### config.mk
export PLATFORM = sky130hd
export DESIGN_NAME = cache_ctrl_fsm
export DESIGN_NICKNAME = d
export VERILOG_FILES = /design/src/rtl/cache_ctrl_fsm.sv
export SDC_FILE = /design/constraint.sdc
export NUM_CORES = 1
export LEC_CHECK = 0
export CORE_AREA = 2 2 503 505
export DETAILED_ROUTE_END_ITERATION = 7
export DIE_AREA = 0 0 505 507
export PLACE_DENSITY = 0.37
export REMOVE_ABC_BUFFERS = 1
export SLEW_MARGIN = 20
export SYNTH_ARGS = -nofsm -noshare
export SYNTH_HDL_FRONTEND = slang
export SYNTH_SLANG_ARGS = --single-unit
export TNS_END_PERCENT = 100
### constraint.sdc
create_clock -name clk -period 1.7 [get_ports clk]
set_clock_uncertainty 0.15 [all_clocks]
set_input_delay 0.255 -clock clk [delete_from_list [all_inputs] [get_ports clk]]
set_output_delay 0.255 -clock clk [all_outputs]
set_load 0.1 [all_outputs]
### src/rtl/cache_ctrl_fsm.sv
// Sequencer between a CPU load/store port, a 2-way cache array and a block memory bus.
// Define CACHE_CTRL_STATS_EN to add the hit_cnt/miss_cnt outputs.
module cache_ctrl_fsm #(
   parameter  int OFFSET_WIDTH = 3,
   parameter  int INDEX_WIDTH  = 6,
   localparam int TAG_WIDTH    = 30 - OFFSET_WIDTH - INDEX_WIDTH,
   localparam int BLK_W        = 32 << OFFSET_WIDTH
) (
   input  logic                    clk,
   input  logic                    rst_n,
   input  logic                    cpu_req,
   input  logic                    cpu_we,
   input  logic [3:0]              cpu_byte_en,
   input  logic [31:0]             cpu_addr,
   input  logic [31:0]             cpu_wdata,
   output logic [31:0]             cpu_rdata,
   output logic                    cpu_ready,
   output logic                    cache_enable,
   output logic                    cache_cmp,
   output logic                    cache_write,
   output logic                    cache_valid_in,
   output logic [3:0]              cache_byte_w_en,
   output logic [TAG_WIDTH-1:0]    cache_tag,
   output logic [INDEX_WIDTH-1:0]  cache_index,
   output logic [OFFSET_WIDTH-1:0] cache_word_sel,
   output logic [31:0]             cache_data_in,
   output logic [BLK_W-1:0]        cache_data_block_in,
   input  logic                    cache_hit,
   input  logic                    cache_dirty,
   input  logic                    cache_valid_out,
   input  logic [TAG_WIDTH-1:0]    cache_tag_out,
   input  logic [31:0]             cache_data_out,
   input  logic [BLK_W-1:0]        cache_data_wb,
   output logic                    mem_req,
   output logic                    mem_we,
   output logic [31:0]             mem_addr,
   output logic [BLK_W-1:0]        mem_wdata,
   input  logic [BLK_W-1:0]        mem_rdata,
`ifdef CACHE_CTRL_STATS_EN
   output logic [31:0]             hit_cnt,
   output logic [31:0]             miss_cnt,
`endif
   input  logic                    mem_ack
);

   localparam int LOW_W = OFFSET_WIDTH + 2;

   typedef enum logic [2:0] {
      S_IDLE,
      S_LOOKUP,
      S_VICTIM,
      S_WRITEBACK,
      S_REFILL,
      S_INSTALL
   } state_e;

   state_e                  state_q, state_d;
   logic [TAG_WIDTH-1:0]    tag_q, tag_d;
   logic [INDEX_WIDTH-1:0]  index_q, index_d;
   logic [OFFSET_WIDTH-1:0] word_q, word_d;
   logic                    we_q, we_d;
   logic [3:0]              be_q, be_d;
   logic [31:0]             wdata_q, wdata_d;
   logic [TAG_WIDTH-1:0]    vtag_q, vtag_d;
   logic [BLK_W-1:0]        vblk_q, vblk_d;
   logic [BLK_W-1:0]        rblk_q, rblk_d;

   // Word-aligned accesses only; the byte offset is never needed.
   logic unused_addr_lsb;
   assign unused_addr_lsb = ^cpu_addr[1:0];

   always_ff @(posedge clk or negedge rst_n) begin
      if (!rst_n) begin
         state_q <= S_IDLE;
         tag_q   <= '0;
         index_q <= '0;
         word_q  <= '0;
         we_q    <= 1'b0;
         be_q    <= '0;
         wdata_q <= '0;
         vtag_q  <= '0;
         vblk_q  <= '0;
         rblk_q  <= '0;
      end else begin
         state_q <= state_d;
         tag_q   <= tag_d;
         index_q <= index_d;
         word_q  <= word_d;
         we_q    <= we_d;
         be_q    <= be_d;
         wdata_q <= wdata_d;
         vtag_q  <= vtag_d;
         vblk_q  <= vblk_d;
         rblk_q  <= rblk_d;
      end
   end

   assign cache_tag      = tag_q;
   assign cache_index    = index_q;
   assign cache_word_sel = word_q;
   assign cache_data_in  = wdata_q;

   always_comb begin
      state_d             = state_q;
      tag_d               = tag_q;
      index_d             = index_q;
      word_d              = word_q;
      we_d                = we_q;
      be_d                = be_q;
      wdata_d             = wdata_q;
      vtag_d              = vtag_q;
      vblk_d              = vblk_q;
      rblk_d              = rblk_q;
      cpu_rdata           = '0;
      cpu_ready           = 1'b0;
      cache_enable        = 1'b0;
      cache_cmp           = 1'b0;
      cache_write         = 1'b0;
      cache_valid_in      = 1'b0;
      cache_byte_w_en     = '0;
      cache_data_block_in = '0;
      mem_req             = 1'b0;
      mem_we              = 1'b0;
      mem_addr            = '0;
      mem_wdata           = '0;
      unique case (state_q)
         S_IDLE: begin
            if (cpu_req) begin
               tag_d   = cpu_addr[31 -: TAG_WIDTH];
               index_d = cpu_addr[LOW_W +: INDEX_WIDTH];
               word_d  = cpu_addr[2 +: OFFSET_WIDTH];
               we_d    = cpu_we;
               be_d    = cpu_byte_en;
               wdata_d = cpu_wdata;
               state_d = S_LOOKUP;
            end
         end
         S_LOOKUP: begin
            cache_enable    = 1'b1;
            cache_cmp       = 1'b1;
            cache_write     = we_q;
            cache_byte_w_en = we_q ? be_q : 4'h0;
            if (cache_hit) begin
               cpu_ready = 1'b1;
               cpu_rdata = cache_data_out;
               state_d   = S_IDLE;
            end else begin
               state_d = S_VICTIM;
            end
         end
         S_VICTIM: begin
            cache_enable = 1'b1;
            vtag_d       = cache_tag_out;
            vblk_d       = cache_data_wb;
            state_d      = (cache_valid_out && cache_dirty) ? S_WRITEBACK : S_REFILL;
         end
         S_WRITEBACK: begin
            mem_req   = 1'b1;
            mem_we    = 1'b1;
            mem_addr  = {vtag_q, index_q, LOW_W'(0)};
            mem_wdata = vblk_q;
            if (mem_ack) state_d = S_REFILL;
         end
         S_REFILL: begin
            mem_req  = 1'b1;
            mem_addr = {tag_q, index_q, LOW_W'(0)};
            if (mem_ack) begin
               rblk_d  = mem_rdata;
               state_d = S_INSTALL;
            end
         end
         S_INSTALL: begin
            cache_enable        = 1'b1;
            cache_write         = 1'b1;
            cache_valid_in      = 1'b1;
            cache_byte_w_en     = 4'hF;
            cache_data_block_in = rblk_q;
            state_d             = S_LOOKUP;
         end
         default: state_d = S_IDLE;
      endcase
   end

`ifdef CACHE_CTRL_STATS_EN
   // replay_q marks the LOOKUP that follows INSTALL so its hit is not counted.
   logic        replay_q;
   logic [31:0] hit_cnt_q, miss_cnt_q;

   always_ff @(posedge clk or negedge rst_n) begin
      if (!rst_n) begin
         replay_q   <= 1'b0;
         hit_cnt_q  <= '0;
         miss_cnt_q <= '0;
      end else begin
         if (state_q == S_INSTALL)   replay_q <= 1'b1;
         else if (state_q == S_IDLE) replay_q <= 1'b0;
         if (state_q == S_LOOKUP && cache_hit && !replay_q) hit_cnt_q <= hit_cnt_q + 32'd1;
         if (state_q == S_LOOKUP && !cache_hit)             miss_cnt_q <= miss_cnt_q + 32'd1;
      end
   end

   assign hit_cnt  = hit_cnt_q;
   assign miss_cnt = miss_cnt_q;
`endif

endmodule
==> results.md, run 1 <==
- Status: complete, but fails checks
- Violations in the final reports: setup timing
- Count of boundary I/O pins: approximately 1,300
- Power share of the sequential group: 0.281
- Avg Vias per Cell: roughly 3.2
- Leading area contributor after synthesis: sky130_fd_sc_hd__dfrtp_1
- Count of flip-flops with a built-in enable after synthesis: 0
- Routed wirelength normalized by instance count: between 20 and 25 um
- Final critical delay including setup and external delays: 2.862 ns
- Via count of the first global-routing pass: 26,080
- Cell Area, Synth: between 20,000 and 30,000 um2
- Critical path startpoint: state_q[1]$_DFFE_PN0P_
- Pin count of the biggest net entering global routing: between 40 and 50
- Most common library cell in the layout ignoring fill and taps: sky130_fd_sc_hd__buf_12
- Transition at the pin with the smallest max-transition slack: around 0.58 ns
- Required time of the critical path: 1.29 ns
- CTS Buf Count: 87
- DR pass1 iterations: 6
- Total wire length after detailed routing: 167.8 mm
- Die height: 507 um
- Share of power burned in the clock network: 0.194
- Setup-failing EPs final: approximately 1,200
- Area growth, synth to finish: 134.2%
- Number of warning messages in the yosys log: 0
- Clock H-tree levels: 3
- Antenna Violating Nets Remaining: 0
- Worst vdd rail ir drop: roughly 1500 uV
- Clock-pin transition on the worst setup and hold timing paths: 0.06 ns
- Peak clock frequency supported by timing: between 0.3 and 0.4 GHz
- Reg2reg path depth: 7
- Top cells by area, synth: sky130_fd_sc_hd__dfrtp_1 57%, sky130_fd_sc_hd__mux2_2 17%, sky130_fd_sc_hd__and2_1 13%, sky130_fd_sc_hd__mux2_1 8.7%, sky130_fd_sc_hd__buf_4 0.87%
- Power share of the combinational group: 0.525
- Sequential-to-total area share from yosys stat: 0.5660
- Min-delay worst type: input pin to async pin
- Fin worst setup slack: -1.162 ns
- Number of filler instances in the final layout: 26,310
- IO buf count: 1,282
- Reported max-cap violation count: 0
- First-pass GRT wire length: about 230 mm
- Fraction of the cycle the final worst path needs: 1.684
- Area of the core: 250,500 um2
- Final setup TNS: -879.25 ns
- Net count, final: 4,614
- Proportion of register bits with asynchronous set or reset after synthesis: 1.000
- Register bit count reported by yosys: between 600 and 700
- Power per cell area: around 1500 nW/um2
- Leftover overflow at the end of global routing: 0
- RSZ-0062 raised after global routing: true
- Number of DRC violations after detailed routing: 0
- Fin. Hold Viols: 0
- Pre-CTS worst setup slack: -0.7740 ns
- Worst hold slack: a little over 0.06 ns
- Element type at the critical path end: primary output
- Reg-to-reg critical path startpoint: state_q[2]$_DFFE_PN0P_
- Fraction of synthesized cell area taken by the top area cell type: 0.5660
- Core utilization of the finished layout: 0.2492
- Internal power: 54.88 mW
- Power dissipated by switching net loads: 41.06 mW
- TritonCTS clock tree: done
- Initial antenna violation count: 65
- Cell variety after synth: 28
- Full die area: 256,000 um2
- Clock latency on the worst-skew pair: ~0.72 ns
- Drt first-iter violations: 705
- Static leakage power: 25.34 nW
- Synthesized instance count: 1,948
- Vias post-DR: between 20,000 and 25,000
- Max Buffers Root-to-Sink: 3
- Crit path launch type: register
- Global placement routability congestion: 0.8188
- X dimension of the die: a little over 500 um
- Detailed-placement wirelength estimate: 131.3 mm
- CTS Root Buffer Type: sky130_fd_sc_hd__clkbuf_16
- Initial cell density of the core: 0.1064
- Top library cells by usage in the layout, fill and taps aside: 716 x sky130_fd_sc_hd__buf_12, 637 x sky130_fd_sc_hd__clkdlybuf4s50_1, 602 x sky130_fd_sc_hd__dfrtp_1, 557 x sky130_fd_sc_hd__dlygate4sd3_1, 393 x sky130_fd_sc_hd__mux2_2
- Critical Setup Path Class: register to primary output
- Max-slew violations: 0
- Ratio of cells with drive above 1 in the final layout: 0.4469
- Std cell rows: 184
- Average cell area after synthesis: between 10 and 15 um2
- Relative slew slack: 0.6148
- Total power: 95.94 mW
- GRT Resource Usage Total: 0.1262
- CTS Sinks: about 600
- Data arrival time of the worst path: 2.46 ns
- Prevailing post-synth register cell: sky130_fd_sc_hd__dfrtp_1
- Worst Path Max Fanout: 8
- Sw Ratio: 0.4280
==> metal layers <==
metal	vias to the layer above	wire [um]	global-route usage	part of all wire
met5	-	372	0	0.0022
met4	56	2887	0.02836	0.017
met3	202	16020	0.05016	0.096
met2	943	76160	0.1993	0.45
met1	11690	72320	0.1607	0.43
li1	10690	-	-	-
==> kinds of logic after synthesis <==
kind of cell / count (synthesis) / synth area share
DFF: 603 / 0.5660
muxes: 601 / 0.2538
and+or+nand+nor: 571 / 0.1349
buffers and inverters: 141 / 0.03586
AOI/OAI and AO/OA: 31 / 0.009246
other: 1 / 0.0001407
==> through the flow <==
stage                     cell area [um2]  std cells
after floorplan                     25730       1813
after global placement              51110       6596
after detailed placement            51110       6596
after CTS                           61490       7357
after global routing                62400       7398
final                               62430       7410
==> synth_stat cells (all sizes together) (2+ instances only) <==
cell type and number:
dfrtp 603, mux2 600, a22o 21, nor3b 3, nand2b 2, buf 83, nor2b 9, inv 2
clkbuf 56, o21a 4, o21ai 2, nand2 4, nor2 5, and2 545, a21oi 3
==> worst max-delay path, stage by stage (launching register included) <==
cell and delay [ns]:
sky130_fd_sc_hd__dfrtp_1 0.40, sky130_fd_sc_hd__nand2b_4 0.18, sky130_fd_sc_hd__nor2_4 0.11, sky130_fd_sc_hd__buf_12 0.13, sky130_fd_sc_hd__buf_16 0.15, sky130_fd_sc_hd__buf_12 0.14, sky130_fd_sc_hd__buf_12 0.12, sky130_fd_sc_hd__buf_16 0.13
sky130_fd_sc_hd__and2_4 0.15, sky130_fd_sc_hd__buf_12 0.17
==> state kept, by name (all words and copies together) (netlist names) <==
signal	cells
be_q	4
cache_data_in	32
cache_index	6
cache_tag	21
cache_word_sel	3
rblk_q	256
state_q	3
vblk_q	256
vtag_q	21
we_q	1
==> layout make-up <==
type,instances,area (um2),share of cell area
flip-flops and latches,603,15090,0.2417
inverters,2,10.01,0.0001603
clock buffers,132,2557,0.04097
multi-input cells,1208,11720,0.1878
repair buffers,2071,28490,0.4564
diodes,23,57.56,0.0009220
clock inverters,23,305.3,0.004890
well taps,3348,4189,0.06710
==> timing repair <==
item                       4_1_cts  5_1_grt
gates resized for setup        374      145
hold buffers                   557        0
setup endpoints to repair     1244     1245
gates cloned                    21       19
pin swaps                       74       76
buffers inserted                36       17
hold endpoints to repair      1159        0
==> worst paths after layout <==
| kind | slack (ns) | end |
|---|---|---|
| setup reg to reg | -0.58 | vblk_q[12]$_DFFE_PN0N_ |
| setup / recovery | -1.16 | cache_data_block_in[93] |
| hold / removal | 0.06 | vblk_q[4]$_DFFE_PN0N_ |
| min in group clk | 0.09 | vblk_q[65]$_DFFE_PN0N_ |
| hold reg to reg | 0.33 | rblk_q[197]$_DFFE_PN0P_ |
| max in group asynchronous | 0.71 | rblk_q[11]$_DFFE_PN0P_ |
==> power by group through the flow <==
stage	Sequential [mW]	Combinational (mW)	Clock, mW
finish	26.9	50.3	18.6
global route	27.9	52.5	20.1
CTS	26.9	50.1	19.6
detailed placement	26.9	46.4	0
global placement	26.8	46.1	0
floorplan	29.5	22.0	0
No activity file was read; power rests on OpenSTA's default activity.
==> inputs of run 2 (changes only) <==
CORE_AREA = 2 2 510 512   (was 2 2 503 505)
DIE_AREA = 0 0 512 514   (was 0 0 505 507)
==> run 2 against run 1 <==
Against the previous run: the flow still finishes with violations (setup timing); die area increased by 2.8%; final area fell by 1.5%; worst hold slack gained 0.015 ns; count of clock-buffer cells in the layout fell by 9; sequential share of layout area grew 0.36 points; maximum frequency decreased by 1.4%; global-route usage is 0.15 points lower; register-to-register slack better by 0.02 ns; via count decreased by 0.57%; first-iteration DRC count increased by 5.2%; core utilization decreased by 1.1 points; critical endpoint is now mem_addr[14]; largest power group unchanged.
==> results.md, run 2 (synthesis results as in run 1) <==
- Count of boundary I/O pins: 1,290
- Share of power burned in the clock network: 0.197
- Crit path launch type: register
- Setup-failing EPs final: 1,232
- Worst Path Max Fanout: 6
- Max-slew violations: 0
- Delay contributed by the slowest stage of the critical path: 0.40 ns
- Status: complete, but fails checks
- Power dissipated by switching net loads: 41.66 mW
- Die height: 514 um
- Element type at the critical path end: primary output
- Full die area: 263,200 um2
- Peak clock frequency supported by timing: 0.3444 GHz
- Detailed-placement wirelength estimate: 136.5 mm
- Fin worst setup slack: -1.203 ns
- Avg Vias per Cell: ~3.1
- Worst hold slack: 0.07665 ns
- Data arrival time of the worst path: between 2 and 3 ns
- Area of the core: 258,100 um2
- Power share of the combinational group: 0.512
- Min-delay worst type: input pin to register
- Antenna Violating Nets Remaining: 0
- Initial cell density of the core: 0.1033
- Clock-pin transition on the worst setup and hold timing paths: ~0.06 ns
- Routed wirelength normalized by instance count: about 23 um
- Static leakage power: 24.92 nW
- Clock H-tree levels: 3
- Initial antenna violation count: 74
- RSZ-0062 raised after global routing: true
- Ratio of cells with drive above 1 in the final layout: 0.4080
- Final critical delay including setup and external delays: 2.903 ns
- Critical Setup Path Class: register to primary output
- First-pass GRT wire length: 227.6 mm
- CTS Buf Count: 86
- Power share of the sequential group: 0.291
- Vias post-DR: 23,450
- Fraction of the cycle the final worst path needs: 1.708
- Area growth, synth to finish: 130.8%
- Drt first-iter violations: 742
- Max Buffers Root-to-Sink: 3
- Required time of the critical path: 1.29 ns
- Std cell rows: 187
- Internal power: 54.10 mW
- Most common cell on crit path: sky130_fd_sc_hd__buf_12
- DR pass1 iterations: 4
- Worst vdd rail ir drop: roughly 1600 uV
- IO buf count: 1,282
- Max stage delay cell, worst path: sky130_fd_sc_hd__dfrtp_1
- Cells along the critical path: buf_6 -> and3b_4 -> buf_12 -> buf_12 -> clkbuf_16 -> a22o_4 -> buf_12
- Net count, final: about 4,600
- Power per cell area: 1557 nW/um2
- Most common library cell in the layout ignoring fill and taps: sky130_fd_sc_hd__buf_12
- Reported max-cap violation count: 0
- Leftover overflow at the end of global routing: 0
- CTS Root Buffer Type: sky130_fd_sc_hd__clkbuf_16
- Fin. Hold Viols: 0
- Violations in the final reports: setup timing
- X dimension of the die: 512 um
- Total wire length after detailed routing: 169.1 mm
- Total power: 95.76 mW
- Top library cells by usage in the layout, fill and taps aside: 704 x sky130_fd_sc_hd__buf_12, 637 x sky130_fd_sc_hd__clkdlybuf4s50_1, 603 x sky130_fd_sc_hd__dfrtp_1, 569 x sky130_fd_sc_hd__dlygate4sd3_1, 393 x sky130_fd_sc_hd__mux2_2
- Number of DRC violations after detailed routing: 0
- TritonCTS clock tree: done
- Global placement routability congestion: 0.8121
- Clock latency on the worst-skew pair: 0.74 ns
- Core utilization of the finished layout: 0.2384
- Transition at the pin with the smallest max-transition slack: 0.5592 ns
- Pin count of the biggest net entering global routing: 59
- Via count of the first global-routing pass: 25,770
- GRT Resource Usage Total: 0.1248
- Final setup TNS: -900.58 ns
- Relative slew slack: 0.6258
- Sw Ratio: 0.4351
- CTS Sinks: between 600 and 700
==> run 2: changes by cell type in the layout (fill, tap and decap cells not counted), sizes merged <==
cell / before / now
clkinv: 13 / 19
buf: 862 / 845
bufbuf: 0 / 1
diode: 23 / 28
dlygate4sd3: 557 / 569
clkbuf: 147 / 130
inv: 6 / 7
==> run 2: path summary, 6_finish.rpt <==
check | cells after the start | end | start | slack (ns)
max | 7 | mem_addr[14] | state_q[1]$_DFFE_PN0P_ | -1.20
min | 2 | vblk_q[33]$_DFFE_PN0N_ | cache_data_wb[33] | 0.08
max reg2reg | 8 | vblk_q[192]$_DFFE_PN0N_ | state_q[1]$_DFFE_PN0P_ | -0.56
min reg2reg | 1 | rblk_q[75]$_DFFE_PN0P_ | rblk_q[75]$_DFFE_PN0P_ | 0.32
max in group asynchronous | 3 | cache_index[0]$_DFFE_PN0P_ | rst_n | 0.48
min in group asynchronous | 3 | vblk_q[151]$_DFFE_PN0N_ | rst_n | 0.09
==> run 2: through the flow <==
step / std cells / setup WS (ns) / instance area (um2)
after detailed placement: 6664 / -0.8466 / 51190
after floorplan: 1813 / -12.84 / 25730
after global placement: 6664 / -0.8765 / 51190
final: 7455 / -1.203 / 61520
after global routing: 7442 / -1.330 / 61480
after CTS: 7409 / -1.360 / 60920
==> run 2: area by class of cell <==
| type | count | area [um2] |
|---|---|---|
| clock inverters | 30 | 332.8 |
| fillers | 27190 | 196600 |
| clock buffers | 123 | 2584 |
| flip-flops and latches | 603 | 15090 |
| diodes | 28 | 70.07 |
| multi-input cells | 1208 | 11340 |
| inverters | 2 | 7.507 |
| well taps | 3402 | 4257 |
| repair buffers | 2059 | 27840 |
==> run 2: routing by layer <==
metal / wire length [um] / track usage
met1: 71630 / 0.1560
met2: 76820 / 0.1970
met3: 17120 / 0.05277
met4: 3177 / 0.02972
met5: 360 / 0
==> run 2: worst max-delay path: cells and delay by family (launching register included) <==
family | cells | cell delay [ns]
and+or+nand+nor | 1 | 0.22
DFF | 1 | 0.40
AOI/OAI and AO/OA | 1 | 0.29
buffers and inverters | 5 | 0.79
==> run 2: what timing repair did <==
item / CTS / global route
hold buffers: 569 / 0
hold endpoints to repair: 1169 / 0
gates cloned: 8 / 9
resized for setup: 265 / 77
setup buffers: 18 / 12
pin swaps: 62 / 29
setup endpoints to repair: 1244 / 1244
==> run 2: power by group through the flow <==
stage / Combinational [mW] / Sequential [mW] / Clock (mW)
after floorplan: 22.0 / 29.5 / 0
after CTS: 49.2 / 27.9 / 19.8
after detailed placement: 46.5 / 27.9 / 0
final: 49.1 / 27.8 / 18.9
after global routing: 51.2 / 28.8 / 20.3
after global placement: 46.3 / 27.9 / 0
==> inputs of run 3 (changes only) <==
REMOVE_ABC_BUFFERS = not set   (was 1)
==> run 3 against run 2 <==
Against the previous run: the run still ends with setup timing left; register-to-register slack about the same; sequential share of layout area decreased by 0.20 points; final area increased by 0.94%; via count decreased by 0.35%; global-route usage increased by 0.75 points; routed wire length increased by 5.7%; setup slack improved by 0.12 ns; maximum frequency increased by 4.5%; first-iteration DRC count increased by 21%; clock power decreased by 4%; sequential power increased by 3%; critical path depth decreased by 1; critical path type unchanged; highest routed layer unchanged.
==> results.md, run 3 (synthesis results as in run 1) <==
- Max-slew violations: 0
- Initial antenna violation count: 50
- Most common library cell in the layout ignoring fill and taps: sky130_fd_sc_hd__buf_12
- Top library cells by usage in the layout, fill and taps aside: 707 x sky130_fd_sc_hd__buf_12, 637 x sky130_fd_sc_hd__clkdlybuf4s50_1, 590 x sky130_fd_sc_hd__dfrtp_1, 527 x sky130_fd_sc_hd__and2_4, 527 x sky130_fd_sc_hd__dlygate4sd3_1
- Element type at the critical path end: primary output
- DR pass1 iterations: 4
- Static leakage power: 25.19 nW
- Area of the core: between 200,000 and 300,000 um2
- Crit path launch type: register
- Core utilization of the finished layout: 0.2406
- X dimension of the die: 512 um
- Vias post-DR: 23,370
- Avg Vias per Cell: 3.159
- Required time of the critical path: 1.29 ns
- Initial cell density of the core: 0.1033
- Worst Path Max Fanout: 8
- Pin count of the biggest net entering global routing: 68
- Clock-pin transition on the worst setup and hold timing paths: ~0.060 ns
- Power dissipated by switching net loads: 42.80 mW
- Fraction of the cycle the final worst path needs: 1.635
- Routed wirelength normalized by instance count: 24.16 um
- TritonCTS clock tree: done
- Delay contributed by the slowest stage of the critical path: 0.39 ns
- IO buf count: 1,282
- Min-delay worst type: input pin to register
- Max stage delay cell, worst path: sky130_fd_sc_hd__dfrtp_1
- Most common cell on crit path: sky130_fd_sc_hd__buf_12
- Final critical delay including setup and external delays: 2.779 ns
- Worst hold slack: 0.06873 ns
- Count of boundary I/O pins: 1,290
- Full die area: 263,200 um2
- Violations in the final reports: setup timing
- Post-layout instance count excluding filler cells: 7,398
- Sw Ratio: 0.4399
- Power share of the combinational group: 0.518
- Area growth, synth to finish: 132.9%
- RSZ-0062 raised after global routing: true
- Status: complete, but fails checks
- Ratio of cells with drive above 1 in the final layout: 0.4908
- CTS Root Buffer Type: sky130_fd_sc_hd__clkbuf_16
- Die height: 514 um
- Clock H-tree levels: 3
- Peak clock frequency supported by timing: 0.3598 GHz
- Power share of the sequential group: 0.295
- Number of filler instances in the final layout: 27,100
- Antenna Violating Nets Remaining: 0
- Critical Setup Path Class: register to primary output
- Number of DRC violations after detailed routing: 0
- Reported max-cap violation count: 0
- Fin. Hold Viols: 0
- Fin worst setup slack: -1.079 ns
- Number of instances in the placed design: 6,654
- Cells along the critical path: and3b_4 -> buf_12 -> buf_16 -> buf_4 -> and2_4 -> buf_12
- Detailed-placement wirelength estimate: roughly 150 mm
- Global placement routability congestion: between 0.8 and 0.9
- CTS Sinks: 603
- Worst vdd rail ir drop: 1292 uV
- Power per cell area: 1567 nW/um2
- Clock latency on the worst-skew pair: 0.67 ns
- Drt first-iter violations: between 800 and 900
- GRT Resource Usage Total: 0.1323
- Total wire length after detailed routing: around 180 mm
- Internal power: 54.51 mW
- Net count, final: approximately 4,600
- First-pass GRT wire length: 238.5 mm
- Transition at the pin with the smallest max-transition slack: 0.5942 ns
- Relative slew slack: 0.6026
- Std cell rows: 187
- Setup-failing EPs final: 1,213
- Leftover overflow at the end of global routing: 0
- Share of power burned in the clock network: 0.187
- Max Buffers Root-to-Sink: 3
- CTS Buf Count: 83
- Data arrival time of the worst path: 2.37 ns
- Via count of the first global-routing pass: between 20,000 and 30,000
run 3: changes by cell type in the layout (fill, tap and decap cells not counted), sizes merged, moves of 3 or more:
cell	previous run	this run
dlygate4sd3	569	527
clkinv	19	16
diode	28	21
buf	845	849
clkbuf	130	123
inv	7	3
run 3: timing repair:
action	4_1_cts	5_1_grt
endpoints found under the hold margin	1127	0
resized for setup	87	31
hold buffers	527	0
setup buffers	23	6
endpoints found under the setup margin	1245	1246
gates cloned	17	8
pin swaps	23	1
run 3: final timing paths:
check                                        start                       to  slack [ns]  cells past startpoint
hold reg to reg            rblk_q[146]$_DFFE_PN0P_  rblk_q[146]$_DFFE_PN0P_        0.33                      1
setup reg to reg            state_q[1]$_DFFE_PN0P_   rblk_q[23]$_DFFE_PN0P_       -0.55                      7
min in group asynchronous                    rst_n  vblk_q[128]$_DFFE_PN0N_        0.15                      3
hold / removal                      mem_rdata[218]  rblk_q[218]$_DFFE_PN0P_        0.07                      2
setup / recovery            state_q[2]$_DFFE_PN0P_           mem_wdata[245]       -1.08                      6
max in group asynchronous                    rst_n  rblk_q[130]$_DFFE_PN0P_        0.15                      3
run 3: power by group through the flow:
stage	sequential, mW	clock (mW)	combinational (mW)
after floorplan	30.2	0	25.3
after global placement	29.2	0	48.0
after detailed placement	29.2	0	48.3
after CTS	29.0	19.0	50.8
after global routing	29.7	19.6	52.6
final	28.7	18.2	50.4
run 3: worst max-delay path: cells and delay by family (launching register included):
kind,cells,cell delay (ns)
DFF,1,0.39
buffers and inverters,4,0.69
and+or+nand+nor,2,0.54
run 3: routing by layer:
| layer | vias up | global-route usage | routed length (um) |
|---|---|---|---|
| li1 | 10530 | - | - |
| met1 | 11660 | 0.1608 | 73680 |
| met2 | 990 | 0.2152 | 83110 |
| met3 | 164 | 0.05945 | 19100 |
| met4 | 26 | 0.02426 | 2680 |
| met5 | - | 0 | 164 |
run 3: layout make-up:
cell class / instances / area, um2 / area share
clock buffer: 117 / 2345 / 0.03776
antenna: 21 / 52.55 / 0.0008463
clock inverter: 26 / 417.9 / 0.006730
inverter: 2 / 7.507 / 0.0001209
multi-input combinational: 1208 / 12200 / 0.1965
tap: 3402 / 4257 / 0.06855
sequential: 603 / 15110 / 0.2433
timing repair buffer: 2019 / 27710 / 0.4462
run 3: stage by stage:
step	instance area [um2]	setup WS [ns]	total power, mW	TNS, ns
after floorplan	28760	-0.5959	55.50	-217.50
after global placement	52720	-0.5840	77.23	-438.62
after detailed placement	52720	-0.6003	77.42	-450.96
after CTS	61700	-1.196	98.90	-913.67
after global routing	62070	-1.192	101.9	-953.08
final	62100	-1.079	97.31	-815.81
